==> config.mk <==
export PLATFORM = sky130hd
export DESIGN_NAME = slt_serial_32_flat
export DESIGN_NICKNAME = d
export VERILOG_FILES = /design/src/rtl/slt_serial_32_if.sv /design/src/rtl/slt_serial_32.sv /design/src/flat_wrapper.sv
export SDC_FILE = /design/constraint.sdc
export NUM_CORES = 1
export LEC_CHECK = 0
export ABC_AREA = 1
export BUFFER_PORTS_ARGS = -buffer_cell sky130_fd_sc_hd__buf_2
export CORE_UTILIZATION = 42
export CTS_CLUSTER_SIZE = 25
export DETAILED_ROUTE_END_ITERATION = 16
export PLACE_DENSITY = 0.75
export SYNTH_ARGS = -nofsm -noshare
export SYNTH_HDL_FRONTEND = slang
export SYNTH_SLANG_ARGS = --single-unit
export TNS_END_PERCENT = 1
==> constraint.sdc <==
create_clock -name clk -period 3.1 [get_ports clk]
set_clock_uncertainty 0.2 [all_clocks]
set_input_delay 0.31 -clock clk [delete_from_list [all_inputs] [get_ports clk]]
set_output_delay 0.31 -clock clk [all_outputs]
set_load 0.02 [all_outputs]
==> src/rtl/slt_serial_32_if.sv <==
// Operand/result bundle for the bit-serial set-less-than unit.
// The control unit holds the master side; the unit itself takes the slave side.
interface slt_serial_32_if #(
    parameter int WIDTH = 32
);
    // start is a request pulse, honoured only while busy=0. The operands and
    // is_signed are captured on that same edge. done pulses for exactly one
    // cycle, and R is valid during that cycle. R then holds its value until
    // the next done.
    logic             start;
    logic             is_signed;
    logic [WIDTH-1:0] A;
    logic [WIDTH-1:0] B;
    logic             busy;
    logic             done;
    logic [WIDTH-1:0] R;
    logic [1:0]       state_dbg;

    modport master (
        output start, is_signed, A, B,
        input  busy, done, R, state_dbg
    );

    modport slave (
        input  start, is_signed, A, B,
        output busy, done, R, state_dbg
    );
endinterface

==> src/rtl/slt_serial_32.sv <==
// Bit-serial SLT/SLTU. It forms A + ~B + 1 one bit per cycle, LSB first,
// using a single full-adder slice and a carry flop.
module slt_serial_32 #(
    parameter int WIDTH = 32,
    parameter int CNT_W = 5
) (
    input  logic              clk,
    input  logic              rst_n,
    slt_serial_32_if.slave    bus
);
    typedef enum logic [1:0] {
        IDLE = 2'd0,
        RUN  = 2'd1,
        FIN  = 2'd2
    } state_t;

    state_t           state;
    state_t           state_nxt;
    logic [WIDTH-1:0] a_sh;
    logic [WIDTH-1:0] b_sh;
    logic [WIDTH-1:0] r_q;
    logic             sgn_q;
    logic             carry;
    logic [CNT_W-1:0] cnt;

    logic a0;
    logic nb0;
    logic s;
    logic c_out;
    logic last;
    logic lt;

    // Full-adder slice. On the final bit, carry is the carry into the MSB,
    // so sum ^ (c_in ^ c_out) gives the sign corrected for overflow.
    always_comb begin
        a0    = a_sh[0];
        nb0   = ~b_sh[0];
        s     = a0 ^ nb0 ^ carry;
        c_out = (a0 & nb0) | (a0 & carry) | (nb0 & carry);
        last  = (cnt == CNT_W'(WIDTH - 1));
        lt    = sgn_q ? (s ^ carry ^ c_out) : ~c_out;
    end

    always_ff @(posedge clk or negedge rst_n) begin
        if (!rst_n) begin
            state <= IDLE;
        end else begin
            state <= state_nxt;
        end
    end

    always_comb begin
        state_nxt = state;
        case (state)
            IDLE:    if (bus.start) state_nxt = RUN;
            RUN:     if (last) state_nxt = FIN;
            FIN:     state_nxt = IDLE;
            default: state_nxt = IDLE;
        endcase
    end

    always_ff @(posedge clk or negedge rst_n) begin
        if (!rst_n) begin
            a_sh  <= '0;
            b_sh  <= '0;
            r_q   <= '0;
            sgn_q <= 1'b0;
            carry <= 1'b0;
            cnt   <= '0;
        end else begin
            case (state)
                IDLE: begin
                    if (bus.start) begin
                        a_sh  <= bus.A;
                        b_sh  <= bus.B;
                        sgn_q <= bus.is_signed;
                        carry <= 1'b1;
                        cnt   <= '0;
                    end
                end
                RUN: begin
                    a_sh  <= a_sh >> 1;
                    b_sh  <= b_sh >> 1;
                    carry <= c_out;
                    cnt   <= cnt + CNT_W'(1);
                    // The result is written on the edge that enters FIN, so
                    // R is already valid while done is high.
                    if (last) begin
                        r_q <= {{(WIDTH-1){1'b0}}, lt};
                    end
                end
                default: ;
            endcase
        end
    end

    assign bus.busy      = (state == RUN) || (state == FIN);
    assign bus.done      = (state == FIN);
    assign bus.R         = r_q;
    assign bus.state_dbg = state;
endmodule

==> src/flat_wrapper.sv <==
// flat-port wrapper written by rule: the top's interface ports become plain ports
module slt_serial_32_flat 
#(
    parameter int WIDTH = 32,
    parameter int CNT_W = 5
)
  (clk, rst_n, bus_start, bus_is_signed, bus_A, bus_B, bus_busy, bus_done, bus_R, bus_state_dbg);
  slt_serial_32_if #(.WIDTH(WIDTH)) bus_i ();
  input  logic clk;
  input  logic rst_n;
  input wire logic [$bits(bus_i.start)-1:0] bus_start;
  input wire logic [$bits(bus_i.is_signed)-1:0] bus_is_signed;
  input wire logic [$bits(bus_i.A)-1:0] bus_A;
  input wire logic [$bits(bus_i.B)-1:0] bus_B;
  output wire logic [$bits(bus_i.busy)-1:0] bus_busy;
  output wire logic [$bits(bus_i.done)-1:0] bus_done;
  output wire logic [$bits(bus_i.R)-1:0] bus_R;
  output wire logic [$bits(bus_i.state_dbg)-1:0] bus_state_dbg;
  assign bus_i.start = bus_start;
  assign bus_i.is_signed = bus_is_signed;
  assign bus_i.A = bus_A;
  assign bus_i.B = bus_B;
  assign bus_busy = bus_i.busy;
  assign bus_done = bus_i.done;
  assign bus_R = bus_i.R;
  assign bus_state_dbg = bus_i.state_dbg;
  slt_serial_32 #(.WIDTH(WIDTH), .CNT_W(CNT_W)) u_core (.clk(clk), .rst_n(rst_n), .bus(bus_i));
endmodule
==> results.yml, run 1 <==
placement:
  dp_hpwl_mm: 5.08
  dpl_cell_area_um2: 4160
  dp_cells: 604
  place_congestion: 0.765
  port_buffers: 72
clocking:
  clockBufferDepth: 2
  clk-insertion-delay-late_ns: 0.35
  cts_num_sinks: 74
  cts_tree: "done"
  cts_root_buf: "clkbuf_8"
  numCtsBuffers: 9
  htree_levels: 3
  path_clk_slew_ns: 0.08
  post-cts-setup-buffers: 0
critical_path:
  critPathRequiredTime_ns: 3.16
  crit_path_frequent_cell: "nand2_1"
  worstPathMaxFanout: 40
  slowest_stage: "inv_2"
  path_cells: "inv_1 -> ha_2 -> inv_2 -> buf_4 -> nand2_1 -> nand2_1 -> nand2_1 -> o21ai_0"
  cp_slowest_stage_delay_ns: 0.51
  path_delay_family: "buffers and inverters"
  arrival_ns: 2.31
  worstSetupPathType: "register to register"
  endpoint_kind: "register"
  start_kind: "register"
  critPathBufInv: 3
pwr:
  irDropWorstVdd_mv: 0.664
  power.density_nw_per_um2: 997
  p_leak_nw: 2.31
layout:
  syn2layout_area_growth_pct: 13.2
  drive_above_1_share_pct: 29.8
  stdcell_area_um2: 4410
  antennaDiodeCount: 0
  instances_no_fill: 625
  fin_util_pct: 49.9
  final_nets: 587
floorplan:
  io_pins: 104
  die_x_um: 98.3
  core_region_area_um2: 8850
  rows: 34
  start_util_pct: 44.1
  die_area_um2: 9670
  fp.dieH_um: 98.3
detailed_routing:
  drc_errors: 0
  initialDrtViolationCount: 241
  wl_per_cell_um: 12.7
  via_per_inst: 4.88
  vias: 3050
  detail-route-antenna-nets: 0
  firstDrtPassIters: 6
  finalWirelength_mm: 7.92
timing:
  final-max-slew-violation-count: 0
  tightest_slew_ns: 1.03
  finalSetupTns_ns: 0
  fin_crit_ns: 2.24
  hold_viol_final: 0
  finalCritPeriodShare_pct: 72.3
  relSlewSlack_pct: 31.2
  setup_viol: 0
  grt_setup_unrepaired: "no"
  max_freq_mhz: 446
synthesis:
  synth_seq_cells: 74
  ys_warn_count: 0
  synth_cell_types: 21
  avgSynthCellArea_um2: 8.70
  syn-cell-area_um2: 3900
  yosysSeqAreaShare_pct: 47.5
  synthCells: 448
min_path:
  hp-class: "input port to register"
global_routing:
  grt_usage_pct: 17.6
  grt_pass1_vias: 3065
  grt_max_degree: 75
  grt_pass1_wl_mm: 13.6
  grt.overflow.total: 0
  grt_antenna_before_repair: 0
outcome:
  status: "finished, final reports clean"
job:
  max_cap_violations: 0
==> metal layers <==
layer	vias to the layer above	track usage (%)	wire, um
met2	100	30.5	3810
li1	1518	-	-
met3	7	5.58	511
met1	1425	21.2	3520
met4	0	4.94	72
met5	-	0	0
==> layout make-up <==
type / count / area [um2]
Clock buffer: 11 / 151
Inverter: 15 / 56.3
Clock inverter: 5 / 52.6
Timing Repair Buffer: 81 / 443
Sequential cell: 74 / 1850
Multi-Input combinational cell: 331 / 1720
Tap cell: 108 / 135
Fill cell: 849 / 4440
==> cell usage in the layout, fill, tap and decap left out <==
| cell type | synthesis | layout |
|---|---|---|
| nor2_1 | 5 | 5 |
| nand2_2 | 1 | 1 |
| ha_2 | 0 | 1 |
| a21oi_1 | 4 | 4 |
| buf_4 | 38 | 5 |
| clkinv_2 | 0 | 3 |
| nand3_1 | 5 | 5 |
| dlygate4sd3_1 | 0 | 5 |
| inv_1 | 13 | 13 |
| fa_1 | 2 | 2 |
| clkbuf_8 | 0 | 11 |
| or2_2 | 58 | 58 |
| o21ai_0 | 7 | 7 |
| nand2_1 | 149 | 149 |
| conb_1 | 1 | 31 |
| o21ai_1 | 3 | 3 |
| clkinvlp_4 | 0 | 1 |
| bufinv_16 | 0 | 1 |
| o211ai_1 | 60 | 60 |
| o21a_1 | 1 | 1 |
| dfrtp_1 | 74 | 74 |
| inv_2 | 2 | 2 |
| buf_2 | 12 | 71 |
| ha_1 | 5 | 4 |
==> flip-flops by register name, indices dropped and copies added (netlist names) <==
signal / flops
u_core.bus.R: 1
u_core.b_sh: 32
u_core.cnt: 5
u_core.carry: 1
u_core.a_sh: 32
u_core.bus.state_dbg: 2
u_core.sgn_q: 1
==> timing repair <==
item / CTS / global route
resized for setup: 0 / 0
hold endpoints to repair: 78 / 0
hold buffers: 5 / 0
endpoints found under the setup margin: 0 / 0
==> stage by stage <==
| step | hold slack [ns] | power, mW | setup WS (ns) |
|---|---|---|---|
| 5_1_grt | 0.0541 | 4.81 | 0.704 |
| 6_report | 0.0443 | 4.40 | 0.859 |
| 2_1_floorplan | -0.186 | 3.30 | 1.36 |
| 3_5_place_dp | 0.266 | 3.65 | 0.906 |
| 4_1_cts | 0.0418 | 4.44 | 0.856 |
| 3_3_place_gp | 0.263 | 3.56 | 0.957 |
==> logic make-up (layout without fill, tap and decap cells) <==
group           after synthesis  after routing  share of synthesized area [%]
simple gates                218            218                           24.9
compound gates               75             75                           13.5
flops                        74             74                           47.5
buf+inv                      73            112                           11.3
fa+ha+maj                     7              7                           2.63
other cells                   1             31                         0.0962
==> cells in the mapped netlist (all sizes together) <==
cell	number	area share, %
or2	58	9.3
fa	2	1.0
nand2	150	15
nand3	5	0.64
buf	51	9.1
a21oi	4	0.51
o21ai	10	1.3
clkbuf	7	0.71
nor2	5	0.48
o21a	1	0.19
ha	5	1.6
o211ai	60	12
dfrtp	74	47
conb	1	0.096
inv	15	1.4
==> path summary, 6_finish.rpt <==
kind / start / to / slack (ns) / cells after the start
worst min register to register: u_core.b_sh[3] / u_core.b_sh[3] / 0.28 / 2
max in group asynchronous: rst_n / u_core.b_sh[10] / 1.66 / 2
worst max-delay path: u_core.bus.state_dbg[1] / u_core.a_sh[0] / 0.86 / 8
worst min-delay path: bus_B[31] / u_core.b_sh[31] / 0.04 / 3
worst max register to register: u_core.bus.state_dbg[1] / u_core.a_sh[0] / 0.86 / 8
min in group asynchronous: rst_n / u_core.a_sh[10] / 0.41 / 2
==> power by group <==
group	switching, mW	internal (mW)	leakage (nW)
logic	1.22	0.706	1.29
clock network	0.355	0.411	0.105
registers	0.261	1.44	0.913
==> worst register-to-register path, delay by kind of cell, from the launching register on <==
family | cells | cell delay [ns]
compound gates | 1 | 0.10
fa+ha+maj | 1 | 0.21
buf+inv | 3 | 1.02
flops | 1 | 0.43
simple gates | 3 | 0.21
No activity file was read; power rests on OpenSTA's default activity.
==> run 2, diff against run 1 <==
--- a/config.mk
+++ b/config.mk
@@ -5,7 +5,7 @@
 export SDC_FILE = /design/constraint.sdc
 export NUM_CORES = 1
 export LEC_CHECK = 0
-export ABC_AREA = 1
+export ABC_AREA = 0
 export BUFFER_PORTS_ARGS = -buffer_cell sky130_fd_sc_hd__buf_2
 export CORE_UTILIZATION = 42
 export CTS_CLUSTER_SIZE = 25
==> constraint.sdc (replaced) <==
create_clock -name clk -period 2.3 [get_ports clk]
set_clock_uncertainty 0.2 [all_clocks]
set_input_delay 0.23 -clock clk [delete_from_list [all_inputs] [get_ports clk]]
set_output_delay 0.23 -clock clk [all_outputs]
set_load 0.02 [all_outputs]
==> results.yml, run 2 <==
outcome:
  status: "finished, final reports clean"
timing:
  hold_viol_final: 0
  fin_crit_ns: 1.97
  grt_setup_unrepaired: "no"
  setup_viol: 0
  max_freq_mhz: 508
  finalCritPeriodShare_pct: 85.6
  tightest_slew_ns: 0.567
  final-max-slew-violation-count: 0
  relSlewSlack_pct: 62.2
  finalSetupTns_ns: 0
  hold-worst-slack_ns: 0.00859
detailed_routing:
  drc_errors: 0
  initialDrtViolationCount: 109
  wl_per_cell_um: 12.3
  via_per_inst: 4.63
  finalWirelength_mm: 7.34
  vias: 2754
  detail-route-antenna-nets: 0
  firstDrtPassIters: 4
clocking:
  clockBufferDepth: 2
  clk-insertion-delay-late_ns: 0.33
  cts_num_sinks: 74
  cts_root_buf: "clkbuf_8"
  cts_tree: "done"
  path_clk_slew_ns: 0.07
  htree_levels: 3
  numCtsBuffers: 9
  post-cts-setup-buffers: 0
synthesis:
  avgSynthCellArea_um2: 10.3
  synthArstFlopShare_pct: 100
  syn-cell-area_um2: 3740
  synth_top_area_cell: "dfrtp_1"
  synth_flop_cell: "dfrtp_1"
  synth_most_common_cell: "dfrtp_1"
  synthTopCellsByArea: "dfrtp_1 50%, mux2i_1 17%, o21ai_0 8.6%, nand2_1 6.6%, buf_4 6.2%"
  ys_warn_count: 0
  synth_edf_count: 0
  synthCells: 364
  synthTopCellsByCount: "74 x dfrtp_1, 66 x nand2_1, 64 x o21ai_0"
  yosysSeqAreaShare_pct: 49.5
  synth_cell_types: 28
  synth_seq_cells: 74
  synth_top_area_share_pct: 49.5
placement:
  dp_hpwl_mm: 4.80
  port_buffers: 72
  dp_cells: 528
  place_congestion: 0.691
floorplan:
  start_util_pct: 43.1
  die_area_um2: 9280
  fp.dieH_um: 96.3
  rows: 34
  core_region_area_um2: 8680
  io_pins: 104
  die_x_um: 96.3
layout:
  drive_above_1_share_pct: 19.7
  final_nets: 558
  antennaDiodeCount: 0
  syn2layout_area_growth_pct: 28.4
  final_common_cell: "dfrtp_1"
  fin_util_pct: 55.3
  instances_no_fill: 595
  nFillCells: 772
  layout_common_cells: "74 x dfrtp_1, 71 x buf_2, 66 x nand2_1, 64 x o21ai_0, 63 x mux2i_1"
  reg_top3: "u_core.a_sh x32, u_core.b_sh x32, u_core.cnt x5"
critical_path:
  slowest_stage: "dfrtp_1"
  reg2reg_depth: 5
  path_cells: "inv_1 -> ha_1 -> or2b_1 -> and2_1 -> mux2_2"
  cp_slowest_stage_delay_ns: 0.44
  critPathBufInv: 1
  start_kind: "register"
  ff2ff_setup_slack_ns: 0.33
  path_delay_family: "simple AND/OR/NAND/NOR gates"
  reg2reg_to: "u_core.cnt[0]"
  rr_startpoint: "u_core.bus.state_dbg[0]"
  arrival_ns: 1.99
  worstPathMaxFanout: 7
  worstSetupPathType: "register to register"
  endpoint_kind: "register"
  critPathRequiredTime_ns: 2.32
global_routing:
  grt_pass1_vias: 2672
  grt.overflow.total: 0
  grt-busiest-layer: "met2"
  grt_usage_pct: 16.8
  grt_max_degree: 62
  met2_usage_pct: 28.7
  grt_pass1_wl_mm: 11.8
  met1_usage_pct: 20.1
  grt_antenna_before_repair: 0
  grt_use_met3_pct: 4.82
min_path:
  hold_path_depth: 3
  min-delay-start: "bus_A[21]"
  holdPathEnd: "u_core.a_sh[21]"
  hp-class: "input port to register"
pwr:
  p_leak_nw: 2.38
  irDropWorstVdd_mv: 0.595
  power.density_nw_per_um2: 1120
job:
  max_cap_violations: 0
run 2: changes by cell type after synthesis, moves of 4 or more:
cell      previous run  this run
and3_1               0         4
mux2i_1              0        63
nand3_1              5         1
o211ai_1            60         0
o21ai_0              7        64
or2_2               58         0
inv_1               13         6
nand2_1            149        66
buf_4               38        31
run 2: layer usage:
metal	part of all wire (%)	wire length, um
met5	0	0
met1	44	3250
met4	1.4	104
met2	50	3650
met3	4.6	335
run 2: layout make-up:
type / instances / area (um2) / share of cell area (%)
tap: 108 / 135 / 2.82
timing repair buffer: 131 / 998 / 20.8
clock inverter: 4 / 20.0 / 0.417
sequential: 74 / 1850 / 38.6
clock buffer: 11 / 131 / 2.74
inverter: 6 / 22.5 / 0.469
multi-input combinational: 261 / 1640 / 34.2
run 2: worst reg2reg max path: stages, from the launching register on:
cell	delay [ns]
dfrtp_1	0.44
inv_1	0.11
ha_1	0.31
or2b_1	0.31
and2_1	0.22
mux2_2	0.27
run 2: metrics by stage:
stage               worst slack (ns)  cell area, um2  power [mW]
floorplan                      0.429            3850        4.02
CTS                            0.324            4800        5.44
detailed placement             0.350            4130        4.54
global route                   0.201            4800        5.85
global placement               0.395            4130        4.42
finish                         0.331            4800        5.37
run 2: power breakdown:
part	internal, mW	total, mW	switching [mW]
clock network	0.379	0.814	0.435
logic	1.06	2.31	1.25
registers	1.91	2.25	0.342
run 2: timing repair:
item / 4_1_cts / 5_1_grt
hold buffers: 52 / 0
endpoints found under the hold margin: 92 / 0
gates resized for setup: 0 / 0
run 2: worst max path at each step:
stage / startpoint / to / slack (ns) / cells past startpoint
floorplan: u_core.bus.state_dbg[0] / u_core.cnt[2] / 0.43 / 8
global placement: u_core.bus.state_dbg[1] / u_core.cnt[3] / 0.40 / 6
detailed placement: u_core.bus.state_dbg[0] / u_core.b_sh[29] / 0.35 / 5
CTS: u_core.bus.state_dbg[0] / u_core.cnt[0] / 0.32 / 5
global route: u_core.bus.state_dbg[0] / u_core.a_sh[9] / 0.20 / 5
finish: u_core.bus.state_dbg[0] / u_core.cnt[0] / 0.33 / 5
run 2: kinds of logic (layout without fill, tap and decap cells):
family	Yosys count	count (layout)	synth area share (%)
simple gates	81	81	9.10
compound gates	76	76	10.5
flops	74	74	49.5
mux	66	66	17.8
buf+inv	59	152	10.2
fa+ha+maj	7	7	2.74
other cells	1	31	0.100
